==> config.mk <==
export PLATFORM = sky130hd
export DESIGN_NAME = layer_sequencer
export DESIGN_NICKNAME = d
export VERILOG_FILES = /design/src/rtl/layer_seq_pkg.sv /design/src/rtl/argmax_tracker.sv /design/src/rtl/layer_sequencer.sv
export SDC_FILE = /design/constraint.sdc
export NUM_CORES = 1
export LEC_CHECK = 0
export CAP_MARGIN = 10
export CORE_MARGIN = 2
export CORE_UTILIZATION = 45
export CTS_CLUSTER_SIZE = 14
export DETAILED_ROUTE_END_ITERATION = 10
export HOLD_SLACK_MARGIN = 0.1
export PLACE_DENSITY = 0.8
export SLEW_MARGIN = 10
export SYNTH_ARGS = -nofsm -noshare
export SYNTH_HDL_FRONTEND = slang
export SYNTH_SLANG_ARGS = --single-unit
==> constraint.sdc <==
create_clock -name clk -period 16.75 [get_ports clk]
set_clock_uncertainty 0.2 [all_clocks]
set_input_delay 4.1875 -clock clk [delete_from_list [all_inputs] [get_ports clk]]
set_output_delay 4.1875 -clock clk [all_outputs]
set_load 0.05 [all_outputs]
==> src/rtl/layer_seq_pkg.sv <==
// Shared definitions for the layer output sequencer: FSM states and index-width helper.
package layer_seq_pkg;

  typedef enum logic {
    IDLE   = 1'b0,
    STREAM = 1'b1
  } seq_state_e;

  function automatic int idx_w(input int n);
    return (n > 1) ? $clog2(n) : 1;
  endfunction

endpackage

==> src/rtl/argmax_tracker.sv <==
// Running signed maximum over accepted beats; reports the winning index one cycle
// after the last beat of a layer is accepted. Lowest index wins ties.
module argmax_tracker
  import layer_seq_pkg::*;
#(
  parameter int NN        = 30,
  parameter int dataWidth = 16,
  parameter int IDX_W     = idx_w(NN)
) (
  input  logic                        clk,
  input  logic                        rst,
  input  logic                        beat_acc_i,
  input  logic                        beat_last_i,
  input  logic        [IDX_W-1:0]     beat_idx_i,
  input  logic signed [dataWidth-1:0] beat_data_i,
  output logic        [IDX_W-1:0]     max_idx_o,
  output logic                        max_valid_o
);

  logic signed [dataWidth-1:0] run_max_q;
  logic        [IDX_W-1:0]     run_idx_q;
  logic        [IDX_W-1:0]     max_idx_q;
  logic                        max_valid_q;
  logic                        take;
  logic signed [dataWidth-1:0] cand_max;
  logic        [IDX_W-1:0]     cand_idx;

  // Strict greater-than keeps the earlier index on equal values.
  always_comb begin
    take     = (beat_idx_i == '0) || (beat_data_i > run_max_q);
    cand_max = take ? beat_data_i : run_max_q;
    cand_idx = take ? beat_idx_i  : run_idx_q;
  end

  always_ff @(posedge clk) begin
    if (beat_acc_i) begin
      run_max_q <= cand_max;
      run_idx_q <= cand_idx;
    end
  end

  always_ff @(posedge clk or negedge rst) begin
    if (!rst) begin
      max_idx_q   <= '0;
      max_valid_q <= 1'b0;
    end else begin
      max_valid_q <= beat_acc_i && beat_last_i;
      if (beat_acc_i && beat_last_i) max_idx_q <= cand_idx;
    end
  end

  assign max_idx_o   = max_idx_q;
  assign max_valid_o = max_valid_q;

endmodule

==> src/rtl/layer_sequencer.sv <==
// Captures a full layer result and streams it one neuron per beat with valid/ready.
// Optional argmax tracking is enabled by defining LAYER_SEQ_ARGMAX_EN.
module layer_sequencer
  import layer_seq_pkg::*;
#(
  parameter  int NN        = 30,
  parameter  int dataWidth = 16,
  localparam int IDX_W     = idx_w(NN)
) (
  input  logic                        clk,
  input  logic                        rst,
  input  logic [NN-1:0]               i_valid,
  input  logic [NN*dataWidth-1:0]     i_data,
  input  logic                        o_ready,
  output logic                        o_valid,
  output logic signed [dataWidth-1:0] o_data,
  output logic [IDX_W-1:0]            o_idx,
  output logic                        o_last,
  output logic                        busy,
  output logic                        overflow,
  input  logic                        clr_overflow
`ifdef LAYER_SEQ_ARGMAX_EN
  ,
  output logic [IDX_W-1:0]            max_idx,
  output logic                        max_valid
`endif
);

  seq_state_e                  state_q, state_d;
  logic        [IDX_W-1:0]     idx_q, idx_d;
  logic                        overflow_q, overflow_d;
  logic signed [dataWidth-1:0] buf_q [NN];

  logic all_valid, accept, accept_last, capture, ovf_set;

  always_comb begin
    all_valid   = &i_valid;
    accept      = (state_q == STREAM) && o_ready;
    accept_last = accept && (idx_q == IDX_W'(NN - 1));
    capture     = all_valid && ((state_q == IDLE) || accept_last);
    ovf_set     = all_valid && (state_q == STREAM) && !accept_last;

    state_d    = state_q;
    idx_d      = idx_q;
    overflow_d = overflow_q;

    if (state_q == IDLE) begin
      if (capture) begin
        state_d = STREAM;
        idx_d   = '0;
      end
    end else begin
      if (accept_last) begin
        idx_d = '0;
        // A result arriving with the final accepted beat chains straight on.
        if (!capture) state_d = IDLE;
      end else if (accept) begin
        idx_d = idx_q + IDX_W'(1);
      end
    end

    if (ovf_set)           overflow_d = 1'b1;
    else if (clr_overflow) overflow_d = 1'b0;
  end

  always_ff @(posedge clk or negedge rst) begin
    if (!rst) begin
      state_q    <= IDLE;
      idx_q      <= '0;
      overflow_q <= 1'b0;
    end else begin
      state_q    <= state_d;
      idx_q      <= idx_d;
      overflow_q <= overflow_d;
    end
  end

  always_ff @(posedge clk) begin
    if (capture) begin
      for (int k = 0; k < NN; k++) buf_q[k] <= i_data[k*dataWidth +: dataWidth];
    end
  end

  // Outputs are gated by state so reset drives them to zero immediately.
  assign o_valid  = (state_q == STREAM);
  assign o_data   = o_valid ? buf_q[idx_q] : '0;
  assign o_idx    = o_valid ? idx_q : '0;
  assign o_last   = o_valid && (idx_q == IDX_W'(NN - 1));
  assign busy     = (state_q != IDLE);
  assign overflow = overflow_q;

`ifdef LAYER_SEQ_ARGMAX_EN
  argmax_tracker #(
    .NN        (NN),
    .dataWidth (dataWidth),
    .IDX_W     (IDX_W)
  ) u_argmax (
    .clk         (clk),
    .rst         (rst),
    .beat_acc_i  (accept),
    .beat_last_i (o_last),
    .beat_idx_i  (o_idx),
    .beat_data_i (o_data),
    .max_idx_o   (max_idx),
    .max_valid_o (max_valid)
  );
`endif

endmodule

==> results of run 1 <==
per-stage QoR:
step           hold slack [ns]  power, uW  utilization
6_report                 0.334       2510        0.637
4_1_cts                  0.331       2530        0.637
5_1_grt                  0.367       2580        0.637
3_3_place_gp             0.322       1520        0.601
3_5_place_dp             0.322       1520        0.601
2_1_floorplan            0.561       1390            -
final cells by class:
cell class,count,area (sq um)
repair buffers,550,5500
multi-input cells,290,3810
fillers,2783,14800
well taps,532,666
clock inverters,24,183
diodes,11,27.5
flip-flops and latches,487,14600
clock buffers,62,1270
inverters,5,18.8
state kept, by name (all words and copies together), names as in the netlist:
name,cells
buf_q,480
busy,1
overflow,1
idx_q,5
metal layers:
metal  global-route usage  share of wire  vias up
met4                0.109          0.038        0
met2                0.422           0.53      591
met5                    0              0        -
met3               0.0604          0.080       98
li1                     -              -     4681
met1                0.287           0.36     5471
cell usage after synthesis (3+ instances only):
cell | number | area, sq um
dfrtp_1 | 7 | 175
edfxtp_1 | 480 | 14400
buf_2 | 17 | 85.1
inv_1 | 4 | 15.0
mux4_1 | 4 | 105
mux2i_1 | 18 | 180
a22oi_1 | 45 | 338
o211ai_1 | 15 | 113
nor3_1 | 3 | 15.0
clkbuf_1 | 19 | 71.3
mux4_2 | 106 | 2390
nor2b_1 | 3 | 18.8
nor2_1 | 3 | 11.3
a31o_2 | 3 | 26.3
mux2_2 | 3 | 33.8
o21ai_0 | 3 | 15.0
and3_1 | 3 | 18.8
nand4_1 | 24 | 150
nand3_1 | 3 | 15.0
and2_1 | 4 | 25.0
nand2_1 | 23 | 86.3
buf_6 | 8 | 90.1
kinds of logic after synthesis:
| logic type | after synthesis |
|---|---|
| AO/OA/AOI/OAI | 79 |
| adder cells (fa/ha/maj) | 2 |
| buffers and inverters | 54 |
| flip-flops | 487 |
| multiplexers | 131 |
| AND/OR/NAND/NOR | 78 |
critical path: cells and delay by family (launching register included):
kind / cells / cell delay (ns)
AO/OA/AOI/OAI: 1 / 0.50
AND/OR/NAND/NOR: 1 / 0.16
buffers and inverters: 2 / 1.67
flip-flops: 1 / 0.96
multiplexers: 1 / 0.42
power by group:
part	internal (uW)	switching [uW]	leakage, uW
clock network	569	447	0.000714
registers	1340	3.11	0.00440
logic	121	34.6	0.00319
worst max-delay path by stage:
stage | startpoint | endpoint | slack (ns) | depth (start not counted)
5_1_grt | idx_q[0]$_DFFE_PN0P_ | o_data[3] | 7.77 | 5
3_5_place_dp | i_valid[0] | buf_q[13][11]$_DFFE_PP_ | 8.08 | 6
4_1_cts | idx_q[0]$_DFFE_PN0P_ | o_data[12] | 7.86 | 5
2_1_floorplan | o_ready | buf_q[0][0]$_DFFE_PP_ | 5.63 | 3
6_report | idx_q[1]$_DFFE_PN0P_ | o_data[12] | 7.96 | 5
3_3_place_gp | i_valid[15] | buf_q[15][11]$_DFFE_PP_ | 8.23 | 6
==> qor.txt, run 1 <==
R2r setup slk: 10.97 ns
Post-CTS Hold Buffers: 0
Final period util: 0.525
Worst-Margin Slew: 1.17 ns
Top_reg_cell synth: edfxtp_1
Sequential share of the synthesized area: 0.780
Final Hold Fails: 0
Clock root buffer: clkbuf_16
Post-synthesis async set-or-reset flop share: 0.0144
Tmin final: 8.79 ns
Mapped Nets: 1347
Syn avg cell area: 22.5 sq um
Final Non-Filler Cells: 1961
Clk Latency, worst-skew pair: 0.57 ns
Clock sinks: 487
Setup TNS: 0 ns
CTS H-Tree Depth: 2
Dpl hpwl: 38300 um
First-pass GRT wire length: 75200 um
Core footprint: 40900 sq um
Post-synth EDFFs: 480
Most frequent cells in the layout: clkdlybuf4s50_1, edfxtp_1, mux4_2
CP Cell Sequence: buf_4 > mux4_2 > a22oi_1 > nand4_1 > clkdlybuf4s50_1
Synth Register Bits: 487
Pwr per Cell Area: 96.3 nW/um^2
Reg-to-Reg Start: idx_q[1]$_DFFE_PN0P_
CTS tree: done
Number of global-route vias before repair: 11600
Place WS: 8.08 ns
Max incr delay on CP: 0.96 ns
Routed vias: 10800
First-pass DRT Iterations: 7
Adder-Cell Fraction of Synth Area: 0.00134
Fmax: 114 MHz
Clock transition at path regs: 0.06 ns
Status: completed
R2r worst-path depth: 8
Startpoint Class: flip-flop
Placer Congestion: 0.807
Syn-to-layout area delta: 39.5%
Vias/cell: 5.53
PortBufs: 538
Final worst setup slack: 7.96 ns
Worst EP arrival: 4.40 ns
Ratio of cells with drive above 1 in the final layout: 0.142
Drt wl/cell: 27.1 um
Hold endpoint: overflow$_DFFE_PN0P_
Global route overflow: 0
Mapped Area: 18700 sq um
Headroom to the max-slew limit: 0.223
Antenna-violating nets left: 0
Die X-Extent: 208 um
Critical-path top delay cell: dfrtp_4
Unique masters post-synth: 47
Setup Buffers After CTS: 0
Crit path kind: reg2out
Hold path depth: 2
CTS-repair resized insts: 0
Largest family of logic cells by synthesized area: multiplexers
Maximum capacitance violations: 0
Initial Util: 0.457
Post-Syn Instances: 831
Num CTS Buffers: 49
Finished Cell Area: 26100 sq um
Peak supply drop: 0.0902 mV
# placed instances: 1864
Die ar.: 43200 sq um
HP Start: overflow$_DFFE_PN0P_
Nets@finish: 1899
Rows: 74
Initial antenna violation count: 10
Static leakage: 0.00831 uW
DR DRC count: 0
Critical Path RT: 12.36 ns
Mux cell area share after synthesis: 0.145
Crit path max fanout: 64
Yosys warning count: 0
RSZ-0062 raised after global routing: no
Largest net degree at the start of global routing: 207
Placed Area: 24600 sq um
Post-Synth XOR/XNOR Area: 0
Max-slew violation count: 0
Die height: 208 um
IO Pins: 539
Post-Synth Simple-Gate Area: 0.0245
CTS max path bufs: 3
Drt total wl: 53200 um
Most common cell after layout, fill and taps aside: clkdlybuf4s50_1
R2r endpoint: buf_q[11][12]$_DFFE_PP_
Compound-gate portion of the synthesized area: 0.0317
Worst Setup End Kind: output pin
Final setup violation count: 0
HP Class: reg2reg
Initial drt markers: 993
Gr usage total: 0.243
No activity file was read; power rests on OpenSTA's default activity.
==> run 2: changes to the inputs <==
CORE_UTILIZATION = 43   (was 45)
clock period = 7.3 ns   (was 16.75 ns; I/O delays follow)
==> run 2 against run 1 <==
  * Sequential share of layout area is 0.81 points lower
  * Worst hold slack better by 0.036 ns
  * Core utilization is 2.2 points lower
  * First-iteration DRC count is 15% lower
  * Wire length is 1.4% higher
  * Critical path depth stayed put
  * Sequential power is 130% higher
  * Count of clock-buffer cells in the layout is 3 lower
==> qor.txt, run 2 (same netlist as run 1, synthesis figures left out) <==
Status: completed
CP startpoint: idx_q[0]$_DFFE_PN0P_
Number of global-route vias before repair: 11600
Die ar.: 45200 sq um
Most common cell after layout, fill and taps aside: clkdlybuf4s50_1
Post-CTS Hold Buffers: 0
Static leakage: 0.00844 uW
Initial drt markers: 845
Gr usage total: 0.235
HP Start: overflow$_DFFE_PN0P_
Clock root buffer: clkbuf_16
Final Hold Fails: 0
Dpl hpwl: 39900 um
Worst EP arrival: 4.02 ns
Top reg by flops: buf_q
Initial Util: 0.435
Clock sinks: 487
Placer Congestion: 0.854
First-pass DRT Iterations: 5
Regs by FF count: buf_q: 480 flops, idx_q: 5 flops
Startpoint Class: flip-flop
R2r setup slk: 3.39 ns
HP Class: reg2reg
Worst Setup End Kind: output pin
Drt wl/cell: 26.5 um
Die X-Extent: 213 um
Setup TNS: 0 ns
Antenna-violating nets left: 0
Hold path depth: 2
Critical Path RT: 5.28 ns
Final period util: 0.829
Met3 WL: 4990 um
CTS H-Tree Depth: 2
Reg-to-Reg Start: idx_q[0]$_DFFE_PN0P_
Max-slew violation count: 0
Largest net degree at the start of global routing: 92
Fmax: 165 MHz
CTS max path bufs: 3
Hold endpoint: overflow$_DFFE_PN0P_
Syn-to-layout area delta: 41.5%
Global route overflow: 0
Clk Latency, worst-skew pair: 0.57 ns
Ratio of cells with drive above 1 in the final layout: 0.148
Most frequent cells in the layout: clkdlybuf4s50_1, edfxtp_1, mux4_2
Tmin final: 6.05 ns
Core footprint: 43000 sq um
Peak supply drop: 0.220 mV
First-pass GRT wire length: 74200 um
Buf/Inv on CP: 2
Hold Slack: 0.370 ns
DR DRC count: 0
PortBufs: 538
DRT met1 WL: 18700 um
Die height: 213 um
CTS-repair resized insts: 0
Max Used Layer: met5
R2r endpoint: buf_q[19][5]$_DFFE_PP_
Drt total wl: 53900 um
Initial antenna violation count: 15
R2r worst-path depth: 5
CP Cell Sequence: buf_12 > mux4_2 > a22oi_1 > nand4_1 > clkdlybuf4s50_1
Clock transition at path regs: 0.06 ns
Maximum capacitance violations: 0
Met2 wire length: 28600 um
Setup Buffers After CTS: 0
CTS tree: done
Nets@finish: 1905
Crit path kind: reg2out
Num CTS Buffers: 49
Pwr per Cell Area: 226 nW/um^2
Family with the most delay on the worst path: buffers and inverters
Crit path max fanout: 54
Max incr delay on CP: 0.86 ns
Largest register FFs: 480
Routed vias: 10700
Rows: 76
Vias/cell: 5.27
Critical-path top delay cell: dfrtp_4
Final setup violation count: 0
RSZ-0062 raised after global routing: no
IO Pins: 539
Worst-Margin Slew: 1.06 ns
Headroom to the max-slew limit: 0.291
## run 2: cell count changes in the layout (fill, tap and decap cells not counted), moves of 2 or more
cell / previous run / this run
buf_12: 2 / 9
bufinv_16: 2 / 7
clkbuf_1: 13 / 10
clkinv_1: 6 / 11
clkinv_2: 10 / 8
clkinv_4: 2 / 0
diode_2: 11 / 15
## run 2: layout make-up
| cell class | instances | area [sq um] |
|---|---|---|
| multi-input combinational | 290 | 3820 |
| timing repair buffer | 556 | 5630 |
| antenna | 15 | 37.5 |
| tap | 585 | 732 |
| sequential | 487 | 14600 |
| fill | 3022 | 16500 |
| inverter | 5 | 18.8 |
| clock buffer | 59 | 1260 |
| clock inverter | 33 | 360 |
## run 2: tightest hold or removal path: cells and delay by family (launching register included)
family	cells	cell delay, ns
AOI/OAI and AO/OA	1	0.08
buffers and inverters	1	0.06
DFF	1	0.38
## run 2: layer usage
layer / GRT usage / up-vias
li1: - / 4712
met1: 0.264 / 5365
met2: 0.415 / 528
met3: 0.0725 / 85
met4: 0.0977 / 4
met5: 0 / -
## run 2: worst max-delay path by stage
stage,to,slack [ns],depth (start not counted)
3_5_place_dp,o_data[10],1.55,4
6_report,o_data[2],1.25,5
4_1_cts,o_data[10],0.90,4
2_1_floorplan,buf_q[0][0]$_DFFE_PP_,0.90,3
5_1_grt,o_data[2],0.97,5
3_3_place_gp,o_data[10],1.61,4
## run 2: power by group
group / total, uW / internal [uW] / switching (uW) / leakage (uW)
Sequential: 3070 / 3070 / 5.39 / 0.00440
Combinational: 361 / 278 / 83.3 / 0.00325
Clock: 2540 / 1490 / 1060 / 0.000787
Total: 5980 / 4840 / 1140 / 0.00844
## run 2: through the flow
step | utilization | total power, uW | std cells | setup WS (ns) | area (sq um)
after floorplan | - | 3200 | 831 | 0.900 | 18700
after global placement | 0.577 | 3490 | 1922 | 1.61 | 24800
after detailed placement | 0.577 | 3500 | 1922 | 1.55 | 24800
after CTS | 0.614 | 6030 | 2014 | 0.897 | 26400
after global routing | 0.615 | 6150 | 2026 | 0.975 | 26500
final | 0.616 | 5980 | 2030 | 1.25 | 26500
